### src/rtl/mode_sequencer_if.sv
// Panel-side bundle for mode_sequencer: debounced buttons and timebase in,
// one-hot/binary mode and event pulses out.
interface mode_sequencer_if #(
  parameter int unsigned NUM_MODES = 5
);
  localparam int unsigned IDX_W = $clog2(NUM_MODES);

  logic                 MODE;
  logic                 BACK;
  logic                 TICK;
  logic [NUM_MODES-1:0] CURRENT_STATE;
  logic [IDX_W-1:0]     MODE_IDX;
  logic                 CHANGED;
  logic                 TIMEOUT_EVT;

  modport master (
    output MODE,
    output BACK,
    output TICK,
    input  CURRENT_STATE,
    input  MODE_IDX,
    input  CHANGED,
    input  TIMEOUT_EVT
  );

  modport slave (
    input  MODE,
    input  BACK,
    input  TICK,
    output CURRENT_STATE,
    output MODE_IDX,
    output CHANGED,
    output TIMEOUT_EVT
  );
endinterface

### src/rtl/mode_sequencer.sv
// N-mode one-hot ring with forward/back button stepping and edge detection.
// Define MODE_SEQ_TIMEOUT_EN to enable the idle TICK counter that returns to home.
module mode_sequencer #(
  parameter int unsigned NUM_MODES     = 5,
  parameter int unsigned TIMEOUT_TICKS = 30
) (
  input  logic          CLK,
  input  logic          RESET_N,
  mode_sequencer_if.slave bus
);
  localparam int unsigned IDX_W = $clog2(NUM_MODES);
  localparam logic [IDX_W-1:0]     LastIdx = IDX_W'(NUM_MODES - 1);
  localparam logic [NUM_MODES-1:0] Home    = NUM_MODES'(1);

  logic                 mode_q, back_q;
  logic [NUM_MODES-1:0] state_q, state_d;
  logic [IDX_W-1:0]     idx_q, idx_d;
  logic                 changed_q, changed_d;
  logic                 evt_q, evt_d;
  logic                 mode_rise, back_rise, any_rise, legal, expire;

  assign mode_rise = bus.MODE & ~mode_q;
  assign back_rise = bus.BACK & ~back_q;
  assign any_rise  = mode_rise | back_rise;
  assign legal     = $onehot(state_q);

`ifdef MODE_SEQ_TIMEOUT_EN
  logic [7:0] cnt_q, cnt_d;

  always_comb begin
    cnt_d  = cnt_q;
    expire = 1'b0;
    if (any_rise || !legal || (state_q == Home)) begin
      cnt_d = 8'd0;
    end else if (bus.TICK) begin
      // Expire on the tick that would make the count equal TIMEOUT_TICKS.
      if (cnt_q == 8'(TIMEOUT_TICKS - 1)) begin
        expire = 1'b1;
        cnt_d  = 8'd0;
      end else begin
        cnt_d = cnt_q + 8'd1;
      end
    end
  end

  always_ff @(posedge CLK or negedge RESET_N) begin
    if (!RESET_N) begin
      cnt_q <= 8'd0;
    end else begin
      cnt_q <= cnt_d;
    end
  end
`else
  localparam int unsigned unused_timeout_ticks = TIMEOUT_TICKS;
  logic unused_tick;
  assign unused_tick = bus.TICK;
  assign expire      = 1'b0;
`endif

  always_comb begin
    idx_d = idx_q;
    evt_d = 1'b0;
    if (!legal) begin
      idx_d = '0;
    end else if (mode_rise && back_rise) begin
      idx_d = idx_q;
    end else if (mode_rise) begin
      idx_d = (idx_q == LastIdx) ? '0 : idx_q + 1'b1;
    end else if (back_rise) begin
      idx_d = (idx_q == '0) ? LastIdx : idx_q - 1'b1;
    end else if (expire) begin
      idx_d = '0;
      evt_d = 1'b1;
    end
    state_d   = Home << idx_d;
    changed_d = (state_d != state_q);
  end

  always_ff @(posedge CLK or negedge RESET_N) begin
    if (!RESET_N) begin
      mode_q    <= 1'b0;
      back_q    <= 1'b0;
      state_q   <= Home;
      idx_q     <= '0;
      changed_q <= 1'b0;
      evt_q     <= 1'b0;
    end else begin
      mode_q    <= bus.MODE;
      back_q    <= bus.BACK;
      state_q   <= state_d;
      idx_q     <= idx_d;
      changed_q <= changed_d;
      evt_q     <= evt_d;
    end
  end

  assign bus.CURRENT_STATE = state_q;
  assign bus.MODE_IDX      = idx_q;
  assign bus.CHANGED       = changed_q;
  assign bus.TIMEOUT_EVT   = evt_q;
endmodule

### src/flat_wrapper.sv
// flat-port wrapper written by rule: the top's interface ports become plain ports
module mode_sequencer_flat 
#(
  parameter int unsigned NUM_MODES     = 5,
  parameter int unsigned TIMEOUT_TICKS = 30
)
  (CLK, RESET_N, bus_MODE, bus_BACK, bus_TICK, bus_CURRENT_STATE, bus_MODE_IDX, bus_CHANGED, bus_TIMEOUT_EVT);
  mode_sequencer_if #(.NUM_MODES(NUM_MODES)) bus_i ();
  input  logic CLK;
  input  logic RESET_N;
  input wire logic [$bits(bus_i.MODE)-1:0] bus_MODE;
  input wire logic [$bits(bus_i.BACK)-1:0] bus_BACK;
  input wire logic [$bits(bus_i.TICK)-1:0] bus_TICK;
  output wire logic [$bits(bus_i.CURRENT_STATE)-1:0] bus_CURRENT_STATE;
  output wire logic [$bits(bus_i.MODE_IDX)-1:0] bus_MODE_IDX;
  output wire logic [$bits(bus_i.CHANGED)-1:0] bus_CHANGED;
  output wire logic [$bits(bus_i.TIMEOUT_EVT)-1:0] bus_TIMEOUT_EVT;
  assign bus_i.MODE = bus_MODE;
  assign bus_i.BACK = bus_BACK;
  assign bus_i.TICK = bus_TICK;
  assign bus_CURRENT_STATE = bus_i.CURRENT_STATE;
  assign bus_MODE_IDX = bus_i.MODE_IDX;
  assign bus_CHANGED = bus_i.CHANGED;
  assign bus_TIMEOUT_EVT = bus_i.TIMEOUT_EVT;
  mode_sequencer #(.NUM_MODES(NUM_MODES), .TIMEOUT_TICKS(TIMEOUT_TICKS)) u_core (.CLK(CLK), .RESET_N(RESET_N), .bus(bus_i));
endmodule
### config.mk
export PLATFORM = sky130hd
export DESIGN_NAME = mode_sequencer_flat
export DESIGN_NICKNAME = d
export VERILOG_FILES = /design/src/rtl/mode_sequencer_if.sv /design/src/rtl/mode_sequencer.sv /design/src/flat_wrapper.sv
export SDC_FILE = /design/constraint.sdc
export NUM_CORES = 1
export LEC_CHECK = 0
export ABC_CLOCK_PERIOD_IN_PS = 2600
export BUFFER_PORTS_ARGS = -buffer_cell sky130_fd_sc_hd__buf_2
export CORE_MARGIN = 8
export CORE_UTILIZATION = 47
export CTS_CLUSTER_SIZE = 20
export DETAILED_ROUTE_END_ITERATION = 8
export GPL_TIMING_DRIVEN = 0
export HOLD_SLACK_MARGIN = 0.06
export PLACE_DENSITY = 0.76
export SYNTH_ARGS = -nofsm -noshare
export SYNTH_HDL_FRONTEND = slang
export SYNTH_SLANG_ARGS = --single-unit
### constraint.sdc
create_clock -name CLK -period 2.6 [get_ports CLK]
set_input_delay 0.39 -clock CLK [delete_from_list [all_inputs] [get_ports CLK]]
set_output_delay 0.39 -clock CLK [all_outputs]
set_load 0.01 [all_outputs]
==> flow_summary.json, run 1 <==
{
  "portBuffers": 12,
  "cts-buffers-inserted": 3,
  "tns_ps": -121,
  "violations": "setup timing",
  "n_antenna_cell": 0,
  "period_needed_ps": 2720,
  "nets": 113,
  "crit_required_ps": 2730,
  "fp.dieW_um": 55.6,
  "wl_met2_um": 741,
  "critical_path_peak_fanout": 4,
  "synth_fp_nets": 85,
  "pre_cts_slack_ps": -258,
  "die_y_um": 55.6,
  "grt_max_degree": 12,
  "yosys.area.top_type_share_pct": 33.9,
  "first_iter_violations": 11,
  "rsz0062_at_grt": "true",
  "finalPower_mw": 1.14,
  "critPathKind": "flop to flop",
  "first_global_vias": 644,
  "insertion_delay_ps": 260,
  "viasPerCell": 5.40,
  "synth_cell_types": 37,
  "yosys_most_used_dff": "dfrtp_1",
  "ios": 15,
  "die_area_sq_um": 3090,
  "async_flop_share_pct": 100,
  "slew_headroom_pct": 63.8,
  "wl_met3_um": 64,
  "whs_ps": 247,
  "ys_top_cells_by_count": "dfrtp_1 (10), inv_1 (8), nor2_1 (7)",
  "wl_per_cell_um": 13.5,
  "synth_edf_count": 0,
  "ys_ff_latch": 11,
  "leakage_nw": 0.448,
  "yosysMostFrequentCell": "dfrtp_1",
  "highest_layer": "met4",
  "ys_warn_count": 0,
  "cts_root_buf": "clkbuf_4",
  "synth_area_leaders": "dfrtp_1 (34%), ha_1 (8.5%), fa_1 (5.4%)",
  "initial_utilization_pct": 49.6,
  "cts_tree": "yes",
  "hold_class": "primary input to flop",
  "maxCapViolCount": 0,
  "placedCellCount": 101,
  "overflow": 0,
  "dp_hpwl_um": 1110,
  "gp_congestion": 0.802,
  "setup_slack_ps": -121,
  "avgSynthCellArea_sq_um": 10.1,
  "max_freq_ghz": 0.368,
  "period_share_pct": 105,
  "antenna_found_initial": 0,
  "core_area_sq_um": 1490,
  "track_usage_pct": 10.1,
  "num_rows": 14,
  "totalWireLength_um": 1560,
  "ctsHtreeMaxLevel": 1,
  "finalMaxSlewViolations": 0,
  "drive_gt1_share_pct": 41.0,
  "rrSetupSlack_ps": -120,
  "yosys.area.top_type": "dfrtp_1",
  "drc": 0,
  "grt_pass1_wl_um": 2640,
  "setup_viol": 1,
  "clk_pin_slew_ps": 60,
  "antenna_left": 0,
  "start_kind": "flop",
  "hold_viol": 0,
  "wl_met1_um": 732,
  "clock-sinks": 11,
  "p_per_area_nw_per_um2": 1170,
  "arrival_ps": 2850,
  "yosysSeqAreaShare_pct": 37.5,
  "synthCells": 73,
  "end_kind": "flop",
  "syn_to_final_growth_pct": 32.0,
  "cts.path.max_buffers": 2,
  "status": "finished with violations",
  "synthesis.area_sq_um": 738,
  "skew_ps": 2.45,
  "instances_no_fill": 116,
  "peakVddDrop_uv": 629,
  "via_count": 626,
  "dr.pass1.iters": 4,
  "tightest_slew_ps": 541
}
[state kept, by name (all words and copies together) (netlist names)]
register	cells
u_core.bus.CHANGED	1
u_core.bus.CURRENT_STATE	5
u_core.mode_q	1
u_core.back_q	1
u_core.bus.MODE_IDX	3
[critical path, stage by stage (launching register included)]
cell	delay, ps
dfstp_2	580
ha_4	140
fa_1	150
inv_1	50
fa_1	500
nand3_2	100
or3_4	390
or4b_1	510
o21ai_1	100
a32oi_1	80
[repair_timing]
action	in CTS	in global routing
hold buffers	1	0
gates resized for setup	2	4
hold endpoints to repair	10	0
endpoints found under the setup margin	1	4
buffers inserted	9	3
pin swaps	3	5
[metrics by stage]
stage / cell area, sq um / utilization [%]
after floorplan: 744 / -
after global placement: 825 / 55.4
after detailed placement: 825 / 55.4
after CTS: 921 / 61.8
after global routing: 975 / 65.5
final: 975 / 65.5
[logic make-up after synthesis]
kind of cell,count (synthesis),synth area share [%]
XOR/XNOR,3,5.42
adder cells (fa/ha/maj),7,13.9
AND/OR/NAND/NOR,28,21.5
other,1,0.508
buffers and inverters,11,7.12
flip-flops,11,37.5
AO/OA/AOI/OAI,12,14.1
[layout make-up]
cell class	instances	area (sq um)
Fill cell	116	514
Buffer	2	18.8
Inverter	8	30.0
Clock buffer	4	26.3
Multi-Input combinational cell	51	449
Tap cell	16	20.0
Sequential cell	11	278
Timing Repair Buffer	24	153
[cell usage in the layout, fill, tap and decap left out, types with 2 or more instances in the layout]
cell / Yosys / final
nand2_1: 3 / 3
ha_1: 5 / 3
inv_1: 8 / 8
dfrtp_1: 10 / 9
o21ai_1: 0 / 2
xnor2_1: 2 / 2
nor2_1: 7 / 7
buf_4: 1 / 12
ha_4: 0 / 2
nand2b_1: 2 / 2
nand3_1: 3 / 2
fa_1: 2 / 2
buf_2: 0 / 12
clkbuf_4: 0 / 3
[worst paths after layout]
path                                        startpoint                          end  cells after the start
setup / recovery           u_core.bus.CURRENT_STATE[0]           u_core.bus.CHANGED                      9
hold / removal                                bus_MODE                u_core.mode_q                      1
setup reg to reg           u_core.bus.CURRENT_STATE[0]           u_core.bus.CHANGED                      9
hold reg to reg            u_core.bus.CURRENT_STATE[4]           u_core.bus.CHANGED                      2
max in group asynchronous                      RESET_N  u_core.bus.CURRENT_STATE[0]                      2
min in group asynchronous                      RESET_N  u_core.bus.CURRENT_STATE[4]                      2
[power breakdown]
part           internal, mW  leakage (nW)  total, mW  switching (mW)
clock                0.0592        0.0150      0.109          0.0500
combinational         0.387         0.295      0.746           0.360
sequential            0.230         0.138      0.282          0.0525
[layer usage]
layer	up-vias	track usage, %
met3	3	2.51
met2	13	17.6
li1	304	-
met5	-	0
met1	306	11.1
met4	0	4.23
(Power assumes the default switching activity.)
==> run 2, diff against run 1 <==
--- a/config.mk
+++ b/config.mk
@@ -5,15 +5,16 @@
 export SDC_FILE = /design/constraint.sdc
 export NUM_CORES = 1
 export LEC_CHECK = 0
+export ABC_AREA = 1
 export ABC_CLOCK_PERIOD_IN_PS = 2600
 export BUFFER_PORTS_ARGS = -buffer_cell sky130_fd_sc_hd__buf_2
 export CORE_MARGIN = 8
-export CORE_UTILIZATION = 47
+export CORE_UTILIZATION = 49
 export CTS_CLUSTER_SIZE = 20
 export DETAILED_ROUTE_END_ITERATION = 8
 export GPL_TIMING_DRIVEN = 0
 export HOLD_SLACK_MARGIN = 0.06
-export PLACE_DENSITY = 0.76
+export PLACE_DENSITY = 0.77
 export SYNTH_ARGS = -nofsm -noshare
 export SYNTH_HDL_FRONTEND = slang
 export SYNTH_SLANG_ARGS = --single-unit
==> run 2 against run 1 <==
Net effect: critical endpoint unchanged; the flow still finishes with violations (setup timing); critical path type unchanged; sequential cell count unchanged; synthesized area rose by 17%; highest routed layer unchanged; clock skew about the same; hold slack better by 6.3 ps.
==> flow_summary.json, run 2 <==
{
  "status": "finished with violations",
  "violations": "setup timing",
  "multi_input_area_sq_um": 528,
  "fillCellCount": 165,
  "hp-start": "bus_MODE",
  "leakage_nw": 0.577,
  "p_per_area_nw_per_um2": 1080,
  "slowest_delay_ps": 560,
  "clock-sinks": 11,
  "synth_fp_nets": 125,
  "min_to": "u_core.mode_q",
  "num_rows": 15,
  "viasPerCell": 5.05,
  "switching_share_pct": 49.5,
  "synth_edf_count": 0,
  "gp_congestion": 0.875,
  "reg2reg_to": "u_core.bus.CHANGED",
  "yosys.area.top_type_share_pct": 28.9,
  "avgSynthCellArea_sq_um": 7.67,
  "rrSetupSlack_ps": -30,
  "p_clk_share_pct": 10.1,
  "via_count": 753,
  "core_area_sq_um": 1690,
  "largest_reg_flops": 5,
  "end_kind": "flop",
  "grt_pass1_wl_um": 3100,
  "p_comb_share_pct": 66.6,
  "crit_required_ps": 2760,
  "insertion_delay_ps": 270,
  "skew_ps": 2.07,
  "dr.pass1.iters": 4,
  "yosysSeqAreaShare_pct": 31.9,
  "setup_slack_ps": -30.8,
  "max_freq_ghz": 0.380,
  "yosys_most_used_dff": "dfrtp_1",
  "initial_utilization_pct": 51.3,
  "antenna_found_initial": 0,
  "drc": 0,
  "wl_per_cell_um": 12.5,
  "dpl_cell_area_sq_um": 948,
  "cts_tree": "yes",
  "synthesis.area_sq_um": 867,
  "cpMostUsedCell": "nand2_1",
  "portBuffers": 12,
  "track_usage_pct": 11.9,
  "arrival_ps": 2790,
  "ios": 15,
  "cts-buffers-inserted": 3,
  "ys_warn_count": 0,
  "first_global_vias": 778,
  "p_switching_mw": 0.563,
  "setup_viol": 1,
  "finalPower_mw": 1.14,
  "first_iter_violations": 11,
  "cts.path.max_buffers": 2,
  "final_area_sq_um": 1050,
  "nets": 145,
  "intPower_mw": 0.574,
  "power_frac_seq_pct": 23.3,
  "hold_class": "primary input to flop",
  "die_y_um": 58.1,
  "clk_pin_slew_ps": 70,
  "die_area_sq_um": 3370,
  "synth_cell_types": 22,
  "critPathKind": "flop to flop",
  "seqCellArea_sq_um": 277,
  "path_cells": "ha_4 -> fa_2 -> inv_2 -> fa_1 -> and3_4 -> nand4_1 -> nand2_2 -> o21ai_2 -> nand2_1 -> nor2_1 -> nand2_1",
  "start_kind": "flop",
  "async_flop_share_pct": 100,
  "synth_area_leaders": "dfrtp_1 (29%), nand2_1 (10%), inv_1 (9.5%)",
  "ys_ff_latch": 11,
  "mostFrequentLayoutCells": "nand2_1 (22), inv_1 (21), buf_2 (12)",
  "mostFrequentLayoutCell": "nand2_1",
  "drive_gt1_share_pct": 39.4,
  "cts_root_buf": "clkbuf_4",
  "syn_to_final_growth_pct": 21.2,
  "ctsHtreeMaxLevel": 1,
  "period_share_pct": 101,
  "overflow": 0,
  "r2r-start": "u_core.bus.CURRENT_STATE[0]",
  "dp_hpwl_um": 1460,
  "yosys.area.top_type": "dfrtp_1",
  "period_needed_ps": 2630,
  "crit_slowest_cell": "dfstp_2",
  "critical_path_peak_fanout": 6,
  "maxCapViolCount": 0,
  "grt_max_degree": 12,
  "hold_viol": 0,
  "yosysMostFrequentCell": "nand2_1",
  "ys_top_cells_by_count": "nand2_1 (24), inv_1 (22), nand3_1 (12)",
  "finalMaxSlewViolations": 0,
  "peakVddDrop_uv": 621,
  "totalWireLength_um": 1870,
  "ff2ff_path_depth": 11,
  "antenna_left": 0,
  "n_antenna_cell": 0,
  "rsz0062_at_grt": "true",
  "synthCells": 113,
  "fp.dieW_um": 58.1,
  "whs_path_depth": 1
}
[run 2: worst max-delay path by stage]
stage	from	end	slack [ps]	cells after the start
after detailed placement	u_core.bus.CURRENT_STATE[0]	u_core.bus.CHANGED	-180	12
after CTS	u_core.bus.CURRENT_STATE[2]	u_core.bus.CHANGED	20	12
after global placement	u_core.bus.CURRENT_STATE[0]	u_core.bus.CHANGED	-90	12
after floorplan	u_core.bus.CURRENT_STATE[0]	u_core.bus.CHANGED	10	12
after global routing	u_core.bus.CURRENT_STATE[0]	u_core.bus.CHANGED	-130	11
final	u_core.bus.CURRENT_STATE[0]	u_core.bus.CHANGED	-30	11
[run 2: final cells by class]
type,count,area share [%]
Buffer,1,0.714
Clock inverter,1,0.476
Clock buffer,3,2.14
Tap cell,17,2.02
Inverter,26,9.29
Sequential cell,11,26.3
Timing Repair Buffer,16,8.81
Multi-Input combinational cell,74,50.2
[run 2: worst max-delay path: cells and delay by family (launching register included)]
kind	cells	cell delay (ps)
AO/OA/AOI/OAI	1	140
adder cells (fa/ha/maj)	3	970
buffers and inverters	1	70
flip-flops	1	560
AND/OR/NAND/NOR	6	780
[run 2: repair_timing]
action / in CTS / in global routing
resized for setup: 4 / 7
buffers inserted: 1 / 2
hold endpoints to repair: 10 / 0
endpoints found under the setup margin: 1 / 1
pin swaps: 5 / 10
hold buffers: 1 / 0
gates cloned: 0 / 0
[run 2: per-stage QoR]
stage | worst slack [ps] | util, % | hold WS, ps | instances | TNS, ps
3_3_place_gp | -85.3 | 56.1 | 264 | 142 | -85.3
2_1_floorplan | 14.8 | - | 94.4 | 113 | 0
5_1_grt | -132 | 62.2 | 242 | 149 | -132
6_report | -30.8 | 62.2 | 254 | 149 | -30.8
3_5_place_dp | -184 | 56.1 | 267 | 142 | -184
4_1_cts | 21.2 | 58.8 | 251 | 147 | 0
[run 2: kinds of logic after synthesis]
| logic type | count (synthesis) | share of synthesized area, % |
|---|---|---|
| compound gates | 2 | 1.15 |
| flops | 11 | 31.9 |
| buf+inv | 28 | 13.0 |
| other cells | 1 | 0.432 |
| fa+ha+maj | 7 | 11.8 |
| simple gates | 64 | 41.7 |
[run 2: power groups by stage]
stage	clock network (mW)	logic [mW]	registers, mW
global placement	0	0.648	0.262
global route	0.127	0.842	0.270
floorplan	0	0.511	0.277
detailed placement	0	0.681	0.263
CTS	0.120	0.704	0.257
finish	0.115	0.757	0.265
[run 2: metal layers]
layer,wire length [um],up-vias,part of all wire [%],global-route usage [%]
li1,-,381,-,-
met1,761,359,41,10.8
met2,1020,9,54,21.0
met3,57,4,3.0,3.53
met4,33,0,1.8,10.5
met5,0,-,0,0
==> run 3, diff against run 2 <==
--- a/config.mk
+++ b/config.mk
@@ -7,7 +7,7 @@
 export LEC_CHECK = 0
 export ABC_AREA = 1
 export ABC_CLOCK_PERIOD_IN_PS = 2600
-export BUFFER_PORTS_ARGS = -buffer_cell sky130_fd_sc_hd__buf_2
+export BUFFER_PORTS_ARGS = -buffer_cell sky130_fd_sc_hd__buf_4
 export CORE_MARGIN = 8
 export CORE_UTILIZATION = 49
 export CTS_CLUSTER_SIZE = 20
==> run 3 against run 2 <==
Net effect: the run now ends clean; clock-buffer cell count is the same; setup slack gained 65 ps; sequential power is essentially flat; clock power grew 3%; combinational power grew 4.0%; maximum frequency grew 2.5%; routed wire length grew 1.6%; via count grew 1.6%; register-to-register slack gained 60 ps; hold slack lost 13 ps; critical endpoint unchanged; largest cell class unchanged; largest power group unchanged; highest routed layer unchanged.
==> flow_summary.json, run 3 (same netlist as run 2, synthesis figures left out) <==
{
  "totalWireLength_um": 1900,
  "num_rows": 15,
  "setup_viol": 0,
  "whs_ps": 241,
  "finalMaxSlewViolations": 0,
  "cts_root_buf": "clkbuf_4",
  "hold_viol": 0,
  "peakVddDrop_uv": 554,
  "start_kind": "flop",
  "gp_congestion": 0.881,
  "first_global_vias": 777,
  "dpl_cell_area_sq_um": 978,
  "p_per_area_nw_per_um2": 1090,
  "antenna_found_initial": 0,
  "pre_cts_slack_ps": -181,
  "finalPower_mw": 1.17,
  "initial_utilization_pct": 51.3,
  "dp_hpwl_um": 1470,
  "wl_per_cell_um": 12.8,
  "die_y_um": 58.1,
  "critPathKind": "flop to flop",
  "instances_no_fill": 148,
  "portBuffers": 12,
  "mostFrequentLayoutCell": "nand2_1",
  "dr.pass1.iters": 4,
  "n_antenna_cell": 0,
  "clk_pin_slew_ps": 70,
  "maxCapViolCount": 0,
  "fp.dieW_um": 58.1,
  "critical_path_peak_fanout": 6,
  "syn_to_final_growth_pct": 24.5,
  "final_area_sq_um": 1080,
  "status": "finished, final reports clean",
  "ctsHtreeMaxLevel": 1,
  "cts-buffers-inserted": 3,
  "arrival_ps": 2730,
  "core_area_sq_um": 1690,
  "period_needed_ps": 2570,
  "tns_ps": 0,
  "first_iter_violations": 7,
  "die_area_sq_um": 3370,
  "mostFrequentLayoutCells": "nand2_1 (22), inv_1 (21), buf_4 (15)",
  "ff2ff_path_depth": 11,
  "largest_reg_flops": 5,
  "cts_tree": "yes",
  "grt_pass1_wl_um": 3150,
  "antenna_left": 0,
  "period_share_pct": 98.7,
  "crit_required_ps": 2760,
  "whs_path_depth": 1,
  "grt_max_degree": 12,
  "utilization_pct": 63.9,
  "drc": 0,
  "cts.path.max_buffers": 2,
  "hold_class": "primary input to flop",
  "max_freq_ghz": 0.390,
  "rsz0062_at_grt": "true",
  "ios": 15,
  "track_usage_pct": 11.9,
  "setup_slack_ps": 33.7,
  "via_count": 765,
  "leakage_nw": 0.578,
  "placedCellCount": 142,
  "clock-sinks": 11,
  "skew_ps": 6.50,
  "insertion_delay_ps": 280,
  "nets": 144,
  "viasPerCell": 5.17,
  "overflow": 0,
  "end_kind": "flop",
  "drive_gt1_share_pct": 40.5
}
==> run 3: changes by cell type in the layout (fill, tap and decap cells not counted) <==
cell and change:
nand3_2 +1, buf_2 -12, dfrtp_2 +1, nand3_1 -1, dfrtp_1 -1, buf_4 +11
==> run 3: final timing paths <==
kind / start / endpoint / slack, ps
min: bus_MODE / u_core.mode_q / 240
max reg2reg: u_core.bus.CURRENT_STATE[0] / u_core.bus.CHANGED / 30
min reg2reg: u_core.bus.CURRENT_STATE[1] / u_core.bus.CHANGED / 670
min in group asynchronous: RESET_N / u_core.bus.MODE_IDX[2] / 470
max: u_core.bus.CURRENT_STATE[0] / u_core.bus.CHANGED / 30
max in group asynchronous: RESET_N / u_core.bus.CURRENT_STATE[0] / 1900
==> run 3: routing by layer <==
metal	up-vias	global-route usage (%)	wire length, um	part of all wire [%]
li1	378	-	-	-
met1	364	10.9	720	38
met2	17	23.6	1070	56
met3	6	1.99	68	3.6
met4	0	7.34	44	2.3
met5	-	0	0	0
==> run 3: cell type report <==
type                    instances  area [sq um]
fillers                       145           609
plain buffers                   1          7.51
multi-input cells              74           533
well taps                      17          21.3
repair buffers                 15           115
clock buffers                   3          22.5
inverters                      26          97.6
clock inverters                 1          5.00
flip-flops and latches         11           278
==> run 3: worst max-delay path, stage by stage (launching register included) <==
cell,delay [ps]
dfstp_2,570
ha_4,210
fa_2,330
inv_2,70
fa_1,420
and3_4,200
nand4_1,210
nand3_1,140
nand2_1,70
nand3_1,60
nor2_1,120
nand2_1,70
==> run 3: timing repair <==
action / CTS / global route
gates cloned: 0 / 0
resized for setup: 5 / 8
setup buffers: 1 / 1
setup endpoints to repair: 1 / 1
endpoints found under the hold margin: 10 / 0
hold buffers: 1 / 0
pin swaps: 3 / 6
==> run 3: report_power, final <==
group	total (mW)	internal [mW]	switching, mW
Clock	0.119	0.0570	0.0624
Sequential	0.267	0.225	0.0421
Combinational	0.787	0.317	0.469
Total	1.17	0.599	0.574
